<file path="config.mk">
export PLATFORM = sky130hd
export DESIGN_NAME = rocc_accumulator
export DESIGN_NICKNAME = d
export VERILOG_FILES = /design/src/rtl/rocc_acc_pkg.sv /design/src/rtl/rocc_acc_mac.sv /design/src/rtl/rocc_accumulator.sv
export SDC_FILE = /design/constraint.sdc
export NUM_CORES = 1
export LEC_CHECK = 0
export ABC_CLOCK_PERIOD_IN_PS = 18550
export BUFFER_PORTS_ARGS = -buffer_cell sky130_fd_sc_hd__buf_4
export CORE_UTILIZATION = 50
export CTS_CLUSTER_DIAMETER = 60
export DETAILED_ROUTE_END_ITERATION = 6
export PLACE_DENSITY_LB_ADDON = 0.2
export SKIP_LAST_GASP = 1
export SLEW_MARGIN = 20
export SYNTH_ARGS = -nofsm -noshare
export SYNTH_HDL_FRONTEND = slang
export SYNTH_HIERARCHICAL = 1
export SYNTH_SLANG_ARGS = --single-unit
</file>
<file path="constraint.sdc">
create_clock -name clk_i -period 18.55 [get_ports clk_i]
set_clock_uncertainty 0.1 [all_clocks]
set_input_delay 1.855 -clock clk_i [delete_from_list [all_inputs] [get_ports clk_i]]
set_output_delay 1.855 -clock clk_i [all_outputs]
set_load 0.03 [all_outputs]
</file>
<file path="src/rtl/rocc_acc_pkg.sv">
// Shared types and constants for the RoCC accumulator accelerator.
package rocc_acc_pkg;

    // Operation codes carried in funct7
    typedef enum logic [6:0] {
        ACC_WRITE = 7'd0,
        ACC_READ  = 7'd1,
        ACC_ACCUM = 7'd2,
        ACC_MAC   = 7'd3
    } acc_op_e;

    typedef enum logic [1:0] {
        IDLE,
        EXEC,
        RESP
    } acc_state_e;

    // Standard RoCC custom instruction layout
    typedef struct packed {
        logic [6:0] funct7;
        logic [4:0] rs2;
        logic [4:0] rs1;
        logic       xd;
        logic       xs1;
        logic       xs2;
        logic [4:0] rd;
        logic [6:0] opcode;
    } rocc_inst_t;

    localparam logic [63:0] ILLEGAL_DATA = '1;

endpackage

</file>
<file path="src/rtl/rocc_acc_mac.sv">
// Iterative 32x32 unsigned shift-add multiplier, one partial product per cycle.
// done_o is high during the final iteration; product_o then holds the full product.
module rocc_acc_mac #(
    parameter int unsigned MAC_CYCLES = 32
) (
    input  logic        clk_i,
    input  logic        rst_i,
    input  logic        start_i,
    input  logic [31:0] multiplicand_i,
    input  logic [31:0] multiplier_i,
    output logic        done_o,
    output logic [63:0] product_o
);
    localparam int unsigned CNT_W = $clog2(MAC_CYCLES);

    logic             running;
    logic [63:0]      mcand;
    logic [31:0]      mplier;
    logic [63:0]      partial;
    logic [CNT_W-1:0] count;

    // Final-iteration sum is exposed combinationally so the accumulator can
    // absorb it on the same edge that retires the last iteration.
    assign product_o = partial + (mplier[0] ? mcand : '0);
    assign done_o    = running && (count == CNT_W'(MAC_CYCLES - 1));

    // Load operands on start, then shift-add once per cycle until done
    always_ff @(posedge clk_i or posedge rst_i) begin
        if (rst_i) begin
            running <= 1'b0;
            mcand   <= '0;
            mplier  <= '0;
            partial <= '0;
            count   <= '0;
        end else if (start_i) begin
            running <= 1'b1;
            mcand   <= {32'd0, multiplicand_i};
            mplier  <= multiplier_i;
            partial <= '0;
            count   <= '0;
        end else if (running) begin
            partial <= product_o;
            mcand   <= mcand << 1;
            mplier  <= mplier >> 1;
            count   <= count + CNT_W'(1);
            if (done_o) running <= 1'b0;
        end
    end

endmodule

</file>
<file path="src/rtl/rocc_accumulator.sv">
// RoCC accelerator: bank of 64-bit accumulators driven by custom instructions.
// Optional feature macro: ROCC_ACC_MAC_EN (enables funct7=3 MAC and the multiplier).
module rocc_accumulator
    import rocc_acc_pkg::*;
#(
    parameter int unsigned NUM_ACC    = 4,
    parameter int unsigned MAC_CYCLES = 32
) (
    input  logic        clk_i,
    input  logic        rst_i,
    input  logic        cmd_valid_i,
    output logic        cmd_ready_o,
    input  logic [31:0] cmd_inst_i,
    input  logic [63:0] cmd_rs1_i,
    input  logic [63:0] cmd_rs2_i,
    output logic        resp_valid_o,
    input  logic        resp_ready_i,
    output logic [4:0]  resp_rd_o,
    output logic [63:0] resp_data_o,
    output logic        busy_o,
    output logic        illegal_o
);
    localparam int unsigned IDX_W = $clog2(NUM_ACC);

    rocc_inst_t       inst;
    acc_state_e       state;
    logic [63:0]      acc [NUM_ACC];
    logic [IDX_W-1:0] cmd_idx;
    logic [IDX_W-1:0] idx_q;
    logic             xd_q;
    logic [63:0]      acc_cur;
    logic [63:0]      new_val;
    logic [63:0]      imm_result;
    logic             imm_write;
    logic             imm_illegal;
    logic             is_mac;
    logic             mac_done;
    logic [63:0]      mac_product;
    logic [63:0]      mac_sum;
    logic             unused_bits;

    assign inst        = cmd_inst_i;
    assign cmd_idx     = cmd_rs2_i[IDX_W-1:0];
    assign cmd_ready_o = (state == IDLE);
    assign busy_o      = (state != IDLE);
    assign acc_cur     = acc[cmd_idx];
    assign mac_sum     = acc[idx_q] + mac_product;
    assign unused_bits = ^{inst, cmd_rs1_i, cmd_rs2_i, 32'(MAC_CYCLES)};

`ifdef ROCC_ACC_MAC_EN
    rocc_acc_mac #(
        .MAC_CYCLES(MAC_CYCLES)
    ) u_mac (
        .clk_i         (clk_i),
        .rst_i         (rst_i),
        .start_i       (cmd_valid_i && (state == IDLE) && is_mac),
        .multiplicand_i(cmd_rs1_i[31:0]),
        .multiplier_i  (cmd_rs2_i[63:32]),
        .done_o        (mac_done),
        .product_o     (mac_product)
    );
`else
    assign mac_done    = 1'b0;
    assign mac_product = '0;
`endif

    // Decode the single-cycle operations and their response values
    always_comb begin
        imm_result  = ILLEGAL_DATA;
        new_val     = acc_cur;
        imm_write   = 1'b0;
        imm_illegal = 1'b0;
        is_mac      = 1'b0;
        case (inst.funct7)
            ACC_WRITE: begin
                imm_result = acc_cur;
                new_val    = cmd_rs1_i;
                imm_write  = 1'b1;
            end
            ACC_READ: imm_result = acc_cur;
            ACC_ACCUM: begin
                new_val    = acc_cur + cmd_rs1_i;
                imm_result = acc_cur + cmd_rs1_i;
                imm_write  = 1'b1;
            end
`ifdef ROCC_ACC_MAC_EN
            ACC_MAC: is_mac = 1'b1;
`endif
            default: imm_illegal = 1'b1;
        endcase
    end

    // Command FSM, accumulator bank and registered response outputs
    always_ff @(posedge clk_i or posedge rst_i) begin
        if (rst_i) begin
            state        <= IDLE;
            for (int unsigned i = 0; i < NUM_ACC; i++) acc[i] <= '0;
            idx_q        <= '0;
            xd_q         <= 1'b0;
            resp_valid_o <= 1'b0;
            resp_rd_o    <= '0;
            resp_data_o  <= '0;
            illegal_o    <= 1'b0;
        end else begin
            illegal_o <= 1'b0;
            case (state)
                IDLE: begin
                    if (cmd_valid_i) begin
                        idx_q     <= cmd_idx;
                        xd_q      <= inst.xd;
                        illegal_o <= imm_illegal;
                        if (imm_write) acc[cmd_idx] <= new_val;
                        if (is_mac) begin
                            state     <= EXEC;
                            resp_rd_o <= inst.rd;
                        end else if (inst.xd) begin
                            state        <= RESP;
                            resp_valid_o <= 1'b1;
                            resp_rd_o    <= inst.rd;
                            resp_data_o  <= imm_result;
                        end
                    end
                end
                EXEC: begin
                    if (mac_done) begin
                        acc[idx_q] <= mac_sum;
                        if (xd_q) begin
                            state        <= RESP;
                            resp_valid_o <= 1'b1;
                            resp_data_o  <= mac_sum;
                        end else begin
                            state <= IDLE;
                        end
                    end
                end
                RESP: begin
                    if (resp_ready_i) begin
                        state        <= IDLE;
                        resp_valid_o <= 1'b0;
                    end
                end
                default: state <= IDLE;
            endcase
        end
    end

endmodule

</file>
==> results.ini <==
[cts]
cts_tree=yes
clk_path_buf_depth=3
clock_latency_ns=0.55
cts_made_buffers=39
cts.htree.levels=2
cts_setup_buffers=0
cts_root_buf=clkbuf_16
hold_buffers=0
cts_resized=0
clock-sinks=327
clk_pin_slew_ns=0.06

[run]
maxCapViolCount=0

[global_routing]
grt_util_met1=0.473
grt_pass1_wl_microns=93700
globalRouteMet3Util=0.0707
globalRouteMet2Util=0.468
grt_pass1_vias=15899
busiest_layer=met1
gr-usage-all-layers=0.320
antenna_found_initial=0
grt_overflow=0
grt_start_max_net_pins=117

[final_layout]
antenna_cells=0
final_common_cell=dfrtp_1
drive_gt1_frac=0.167
final_cell_mix=327 x dfrtp_1, 314 x nand2_1, 237 x nor2_1
layout.nets=2347
area_growth_syn_to_layout_pct=14.5
final_cell_area_sq_um=21500

[timing]
worst_slew_pin_slew_ns=1.09
fin_crit_sh=0.369
setup_viol=0
slew_viol_final=0
hold_ws_ns=0.374
final.min_clock_period_ns=6.84
fmax_mhz=146
rsz0062_at_grt=false
maxSlewHeadroom=0.268
tns_ns=0
finalHoldViolCount=0

[routing]
routedWlPerCell_microns=23.2
drc=0
vias_per_cell=6.35
antenna_left=0
drt-total-wl_microns=60700
drtPass1Iterations=6
drtIter0Drc=1710
vias=16593

[yosys]
synth.top_cell.area_share=0.435
ys_types=87
synth_area_leaders=dfrtp_1 44%, mux4_2 7.7%, nand2_1 6.3%
ys_seq_area_frac=0.435
syn-instance-count=2046
synth_largest_area_cell=dfrtp_1
ys.flop_type=dfrtp_1
synth_edf_count=0
yosysWarnings=6
syn_nets=2274
syn_avg_cell_area_sq_um=9.19
ys_ff_latch=327
synthArstFlopShare=1.00
synth_area_sq_um=18800

[floorplanning]
ios=237
num_rows=70
die_h_microns=196
start_util=0.511
die_width_microns=196
coreArea_sq_um=36800
dieArea_sq_um=38400

[pwr]
ir_drop_mv=0.0483
leakagePower_uw=0.00927
cellPowerDensity_nw_per_um2=81.2

[setup_path]
worstSetupStartpointType=input port
criticalPathCategory=in -> reg
worstPathCellList=buf_4, buf_4, mux4_2, ha_1, nand2_1, nor2_1, o2111ai_1, a211oi_2, o21ai_1, nand2_1, xor2_1, a222oi_1, a21oi_1
slowest_stage=a222oi_1
cp.required_ns=18.83
critPathArrivalTime_ns=7.12
worst-path-max-fanout=39
end_kind=register
max_stage_delay_ns=0.82

[placed_design]
gp_congestion=0.942
portBuffers=155
dpl.hpwl_microns=41000
dpl_cell_area_sq_um=20200

[run_status]
status=finished, final reports clean

[worst_hold_path]
hp-class=reg -> reg

## where the power goes
| part | switching, uW | internal, uW | leakage [uW] |
|---|---|---|---|
| Clock | 310 | 470 | 0.000641 |
| Combinational | 140 | 78.4 | 0.00440 |
| Sequential | 13.8 | 736 | 0.00423 |
| Total | 463 | 1280 | 0.00927 |
## cell usage after synthesis (4+ instances only)
library cell  count
mux4_2           64
o211ai_1          6
a21o_1           24
nor3_1           16
o22a_1            4
a31oi_1          61
o22ai_1           5
o21a_1           13
o21ai_1          15
xnor2_1          33
o21ai_0         200
mux2_2           14
ha_1             63
buf_2            15
and2_1            8
o21bai_1         12
nand4_1          22
a22o_1            8
o31ai_1           6
and3_1            7
nor2b_1           4
a21oi_1         206
a222oi_1         21
nor4_1           13
mux2i_1           7
nor2_1          242
inv_1            22
clkbuf_1        110
a22oi_1          14
dfrtp_1         327
nand3_1          18
a2111oi_0         5
a211oi_1         14
or3_1             7
a221oi_1         15
xor2_1           18
buf_1            17
nand2_1         317
## worst paths after layout
kind                         startpoint  endpoint  slack [ns]  depth (start not counted)
setup / recovery           cmd_rs2_i[1]  acc[109]       11.71                         13
hold / removal                  acc[49]   acc[49]        0.37                          2
setup reg to reg                 acc[9]  acc[109]       14.17                         11
hold reg to reg                 acc[49]   acc[49]        0.37                          2
max in group asynchronous         rst_i  acc[241]       14.69                          4
min in group asynchronous         rst_i  acc[152]        1.39                          2
## state kept, by name (all words and copies together) (netlist names)
register      cells
resp_data_o      64
resp_valid_o      1
resp_rd_o         5
illegal_o         1
acc             256
## through the flow
step | std cells | util | setup slack [ns] | total power (uW)
final | 2615 | 0.585 | 11.71 | 1750
after global routing | 2615 | 0.585 | 11.41 | 1810
after CTS | 2614 | 0.585 | 11.83 | 1750
after detailed placement | 2545 | 0.549 | 11.26 | 977
after global placement | 2545 | 0.549 | 11.32 | 973
after floorplan | 2046 | - | 7.54 | 901
## final cells by class
| class | instances | area [sq um] |
|---|---|---|
| inverters | 22 | 90.1 |
| fillers | 3207 | 15300 |
| flip-flops and latches | 327 | 8180 |
| clock buffers | 56 | 1130 |
| well taps | 468 | 586 |
| multi-input cells | 1552 | 10000 |
| clock inverters | 13 | 168 |
| repair buffers | 177 | 1350 |
## critical path, delay by kind of cell
family	cells	cell delay [ns]
adders and majority gates	1	0.47
xor gates and xnor gates	1	0.12
and+or+nand+nor	3	0.55
buffers and inverters	2	1.35
AOI/OAI and AO/OA	5	2.05
muxes	1	0.64
## logic make-up (layout without fill, tap and decap cells)
| family | count (synthesis) | in the layout | share of synthesized area |
|---|---|---|---|
| simple gates | 680 | 680 | 0.154 |
| mux | 86 | 86 | 0.0894 |
| flops | 327 | 327 | 0.435 |
| compound gates | 671 | 671 | 0.220 |
| xor+xnor | 51 | 51 | 0.0238 |
| buf+inv | 167 | 268 | 0.0347 |
| fa+ha+maj | 64 | 64 | 0.0430 |
## per-layer routing
metal  vias to the layer above  routed length [microns]
li1                       7578                        -
met1                      8133                    27100
met2                       774                    25800
met3                       108                     6120
met4                         0                     1640
met5                         -                        0
Note: power is estimated with default switching activity, not from simulation.
